<file path="src/rtl/run_ctrl.sv">
// Run/step/halt sequencer for a pipelined core: broadcasts exec/idle to all stages,
// stops on breakpoints or a HALT in WB, and counts exec cycles and retired instructions.
//   state   | meaning
//   IDLE    | paused, waits for start or step
//   RUN     | free-running exec
//   STEP    | single exec cycle, then IDLE or HALTED
//   HALTED  | HALT retired; left only by reset
module run_ctrl (
  input  logic        clk_i,
  input  logic        rst_i,
  input  logic        start_i,
  input  logic        stop_i,
  input  logic        step_i,
  input  logic        bp_en_i,
  input  logic [7:0]  bp_addr_i,
  input  logic [7:0]  i_addr_i,
  input  logic [15:0] wb_ir_i,
  output logic        state_o,
  output logic        halted_o,
  output logic        bp_hit_o,
  output logic [15:0] cycle_cnt_o,
  output logic [15:0] instr_cnt_o
);

  localparam logic       ST_EXEC = 1'b1;
  localparam logic       ST_IDLE = 1'b0;
  localparam logic [4:0] OP_NOP  = 5'h00;
  localparam logic [4:0] OP_HALT = 5'h1F;

  typedef enum logic [1:0] {
    S_IDLE   = 2'd0,
    S_RUN    = 2'd1,
    S_STEP   = 2'd2,
    S_HALTED = 2'd3
  } state_e;

  state_e      state_q, state_d;
  logic        first_exec_q, first_exec_d;
  logic        bp_hit_q, bp_hit_d;
  logic [15:0] cycle_cnt_q, cycle_cnt_d;
  logic [15:0] instr_cnt_q, instr_cnt_d;

  logic [4:0]  wb_op;
  logic        is_halt;
  logic        is_nop;
  logic        bp_match;
  logic        exec;
  logic        unused_ir;

  assign wb_op     = wb_ir_i[15:11];
  assign is_halt   = (wb_op == OP_HALT);
  assign is_nop    = (wb_op == OP_NOP);
  assign bp_match  = bp_en_i && (i_addr_i == bp_addr_i);
  assign unused_ir = ^wb_ir_i[10:0];

  // Decoded from the state register only, so reset forces idle without an edge.
  assign exec = (state_q == S_RUN) || (state_q == S_STEP);

  always_comb begin
    state_d      = state_q;
    first_exec_d = 1'b0;
    bp_hit_d     = bp_hit_q;
    case (state_q)
      S_IDLE: begin
        if (stop_i) begin
          state_d = S_IDLE;
        end else if (start_i) begin
          state_d      = S_RUN;
          first_exec_d = 1'b1;
          bp_hit_d     = 1'b0;
        end else if (step_i) begin
          state_d  = S_STEP;
          bp_hit_d = 1'b0;
        end
      end
      S_RUN: begin
        // first_exec masks the breakpoint so a resume can leave the stopped address.
        if (is_halt) begin
          state_d = S_HALTED;
        end else if (stop_i) begin
          state_d = S_IDLE;
        end else if (bp_match && !first_exec_q) begin
          state_d  = S_IDLE;
          bp_hit_d = 1'b1;
        end
      end
      S_STEP: begin
        state_d = is_halt ? S_HALTED : S_IDLE;
      end
      S_HALTED: begin
        state_d = S_HALTED;
      end
      default: begin
        state_d = S_IDLE;
      end
    endcase
  end

  assign cycle_cnt_d = cycle_cnt_q + {15'd0, exec};
  assign instr_cnt_d = instr_cnt_q + {15'd0, exec && !is_nop};

  always_ff @(posedge clk_i or posedge rst_i) begin
    if (rst_i) begin
      state_q      <= S_IDLE;
      first_exec_q <= 1'b0;
      bp_hit_q     <= 1'b0;
      cycle_cnt_q  <= 16'h0000;
      instr_cnt_q  <= 16'h0000;
    end else begin
      state_q      <= state_d;
      first_exec_q <= first_exec_d;
      bp_hit_q     <= bp_hit_d;
      cycle_cnt_q  <= cycle_cnt_d;
      instr_cnt_q  <= instr_cnt_d;
    end
  end

  assign state_o     = exec ? ST_EXEC : ST_IDLE;
  assign halted_o    = (state_q == S_HALTED);
  assign bp_hit_o    = bp_hit_q;
  assign cycle_cnt_o = cycle_cnt_q;
  assign instr_cnt_o = instr_cnt_q;

endmodule
</file>
<file path="config.mk">
export PLATFORM = sky130hd
export DESIGN_NAME = run_ctrl
export DESIGN_NICKNAME = d
export VERILOG_FILES = /design/src/rtl/run_ctrl.sv
export SDC_FILE = /design/constraint.sdc
export NUM_CORES = 1
export LEC_CHECK = 0
export ABC_AREA = 1
export ABC_CLOCK_PERIOD_IN_PS = 3200
export CAP_MARGIN = 20
export CORE_MARGIN = 4
export CORE_UTILIZATION = 47
export CTS_CLUSTER_SIZE = 12
export DETAILED_ROUTE_END_ITERATION = 6
export PLACE_DENSITY = 0.81
export REMOVE_ABC_BUFFERS = 1
export SLEW_MARGIN = 10
export SYNTH_ARGS = -nofsm -noshare
export SYNTH_HDL_FRONTEND = slang
export SYNTH_SLANG_ARGS = --single-unit
</file>
<file path="constraint.sdc">
create_clock -name clk_i -period 3.2 [get_ports clk_i]
set_input_delay 0.96 -clock clk_i [delete_from_list [all_inputs] [get_ports clk_i]]
set_output_delay 0.96 -clock clk_i [all_outputs]
set_load 0.01 [all_outputs]
</file>
==> results_dict.tcl <==
set metrics [dict create \
    total_cts_buffers 5 \
    worstPathRequired_ns 3.37 \
    grt_max_degree 37 \
    floorplan.initialDensity 0.502 \
    final-max-slew-violation-count 0 \
    cp.arrival_ns 3.02 \
    gr-usage-met3 0.0547 \
    min-delay-path-class "flip-flop to flip-flop" \
    final.period_utilization 0.890 \
    max_freq_mhz 351 \
    cpLargestDelayFamily "simple AND/OR/NAND/NOR gates" \
    critPathSlowestCell "sky130_fd_sc_hd__or4_1" \
    insertedDiodeCount 0 \
    worstSetupEndpointType "flip-flop" \
    register_area_share_after_synthesis 0.472 \
    dieArea_um2 5140 \
    worst-path-max-fanout 3 \
    clock_latency_ns 0.28 \
    ys_seq_elements 36 \
    antenna_left 0 \
    max_cap_viol_count 0 \
    slowest_delay_ns 0.51 \
    worst_setup_path_category "input pin to flip-flop" \
    crit_path_cell_trace "clkdlybuf4s50_1 -> or4_1 -> o21ai_0 -> inv_1 -> ha_1 -> ha_1 -> nand3_1 -> inv_1 -> nand4_1 -> nor2_1 -> xor2_1" \
    cts.path.max_buffers 2 \
    finalCriticalPeriod_ns 2.85 \
    ys_types 18 \
    power.density_cell_area_nw_per_um2 542 \
    gr-max-usage-layer "met2" \
    holdPathStages 1 \
    io-pin-count 73 \
    grt_setup_unrepaired "false" \
    detailroute.via_count 1580 \
    detailed_place_hpwl_mm 3.04 \
    number_of_global_route_vias_before_repair 1510 \
    worst_r2r_path_depth 13 \
    post_cts_hold_buffer_count 0 \
    antenna_violations_before_repair 0 \
    grt_first_pass_wirelength_mm 6.45 \
    timing.final.hold_violations 0 \
    hold-worst-slack_ns 0.476 \
    detail_route.vias_per_cell 4.66 \
    crit-reg2reg-capture "cycle_cnt_o[14]" \
    netlist_area_um2 1910 \
    post_cts_resized 0 \
    dr.pass1.iters 4 \
    setup-tns-final_ns 0 \
    global_route.usage.met1 0.191 \
    place_congestion 0.835 \
    timing.hold.worst.start "cycle_cnt_o[15]" \
    synthCells 221 \
    path_buf_inv 3 \
    worst-slew-pin-transition_ns 0.439 \
    grt_usage 0.157 \
    grtUsageMet2 0.257 \
    cts_htree_levels 2 \
    overflow 0 \
    critPathLaunchType "input pin" \
    drc 0 \
    worstReg2RegStart "state_q[0]" \
    fin_total_pwr_uw 1450 \
    cts.reportedPaths.clkPinSlew_ns 0.07 \
    timing.final.setup_violations 0 \
    numClockSinks 36 \
    library_cell_used_as_clock_root_buffer "sky130_fd_sc_hd__clkbuf_8" \
    cts_tree "built" \
    min_delay_worst_endpoint "cycle_cnt_o[15]" \
    setup.reg_to_reg.worst_slack_ns 0.94 \
    drtIter0Drc 66 \
    die_w_um 71.7 \
    run_status "complete, no violations" \
    timing.clock.skew_ns 0.00431 \
    number_of_setup_buffers_added_after_cts 0 \
    vdd.ir_drop.worst_v 0.000487 \
    wirelength_mm 3.77 \
    detail_route.wl_per_cell_um 11.1 \
    p_leak_uw 0.00133 \
    synthesis.yosys.warnings 0 \
    port_buffers 61 \
    worstSetupStartpoint "wb_ir_i[12]" \
    synth_area_per_cell_um2 8.63 \
    syn_to_final_growth_pct 40.1 \
    die_h_um 71.7 \
    coreArea_um2 3800 \
    rows 22 \
    nFillCells 317 \
    finish.net_count 336 \
    headroom_to_the_max_slew_limit 0.707 \
    fraction_of_final_layout_cells_with_drive_strength_greater_than_1 0.0619 \
    stdcell_area_um2 2670 \
    post_dp_cell_area_um2 2590 \
]
## where the power goes
| part | internal (µW) | leakage [µW] | total [µW] | switching, µW |
|---|---|---|---|---|
| logic | 264 | 0.000822 | 488 | 223 |
| clock network | 151 | 0.0000479 | 314 | 162 |
| registers | 550 | 0.000463 | 647 | 97.2 |
## sequential cells by signal (all words and copies together) (netlist names)
name / flops
bp_hit_o: 1
cycle_cnt_o: 16
first_exec_q: 1
instr_cnt_o: 16
state_q: 2
## worst register-to-register path: cells and delay by family (launching register included)
family,cells,cell delay [ns]
AND/OR/NAND/NOR,9,0.88
adder cells (fa/ha/maj),3,0.77
flip-flops,1,0.41
buffers and inverters,1,0.08
## synth_stat cells
cell type	count	area share
sky130_fd_sc_hd__ha_1	8	0.052
sky130_fd_sc_hd__inv_1	41	0.081
sky130_fd_sc_hd__nand3_2	3	0.016
sky130_fd_sc_hd__nor2_4	1	0.0059
sky130_fd_sc_hd__nand3_1	16	0.042
sky130_fd_sc_hd__nand2_1	51	0.10
sky130_fd_sc_hd__dfrtp_1	36	0.47
sky130_fd_sc_hd__xor2_1	19	0.087
sky130_fd_sc_hd__nor2_1	13	0.026
sky130_fd_sc_hd__nor3_1	5	0.013
sky130_fd_sc_hd__nor2_2	3	0.0098
sky130_fd_sc_hd__or4_1	1	0.0039
sky130_fd_sc_hd__xnor2_1	10	0.046
sky130_fd_sc_hd__o21ai_0	6	0.016
sky130_fd_sc_hd__nor4_1	2	0.0066
sky130_fd_sc_hd__nor3_2	2	0.010
sky130_fd_sc_hd__a21oi_1	1	0.0026
sky130_fd_sc_hd__nand4_1	3	0.0098
## layer usage
layer	vias up	share of wire
li1	816	-
met1	720	0.46
met2	42	0.48
met3	2	0.055
met4	0	0.0090
met5	-	0
## how the worst max path moves through the flow
stage | end | slack, ns | depth (start not counted)
2_1_floorplan | instr_cnt_o[12] | 0.56 | 10
3_3_place_gp | instr_cnt_o[12] | 0.06 | 11
3_5_place_dp | instr_cnt_o[12] | 0.03 | 11
4_1_cts | instr_cnt_o[12] | 0.35 | 11
5_1_grt | instr_cnt_o[12] | 0.15 | 11
6_report | instr_cnt_o[12] | 0.35 | 11
## cell usage in the layout (no fill, tap or decap), drive strengths merged
cell           instances
a21oi                  1
buf                    1
clkbuf                 5
clkdlybuf4s50         61
clkinv                 3
dfrtp                 36
ha                     8
inv                   41
nand2                 51
nand3                 19
nand4                  3
nor2                  17
nor3                   7
nor4                   2
o21ai                  6
or4                    1
xnor2                 10
xor2                  19
## through the flow
step / utilization / setup slack (ns) / std cells
2_1_floorplan: - / 0.561 / 221
3_3_place_gp: 0.681 / 0.0572 / 331
3_5_place_dp: 0.681 / 0.0341 / 331
4_1_cts: 0.704 / 0.350 / 339
5_1_grt: 0.704 / 0.148 / 339
6_report: 0.704 / 0.353 / 339
## kinds of logic after synthesis
| group | Yosys count | share of synthesized area |
|---|---|---|
| simple gates | 100 | 0.243 |
| buf+inv | 41 | 0.0807 |
| flops | 36 | 0.472 |
| xor+xnor | 29 | 0.133 |
| fa+ha+maj | 8 | 0.0525 |
| compound gates | 7 | 0.0184 |
## final cells by class
type | instances | area (µm²) | area share
Timing Repair Buffer | 62 | 618 | 0.231
Sequential cell | 36 | 901 | 0.337
Clock buffer | 5 | 68.8 | 0.0257
Multi-Input combinational cell | 144 | 853 | 0.319
Tap cell | 48 | 60.1 | 0.0225
Inverter | 41 | 154 | 0.0576
Clock inverter | 3 | 18.8 | 0.00702
(Power assumes the default switching activity.)
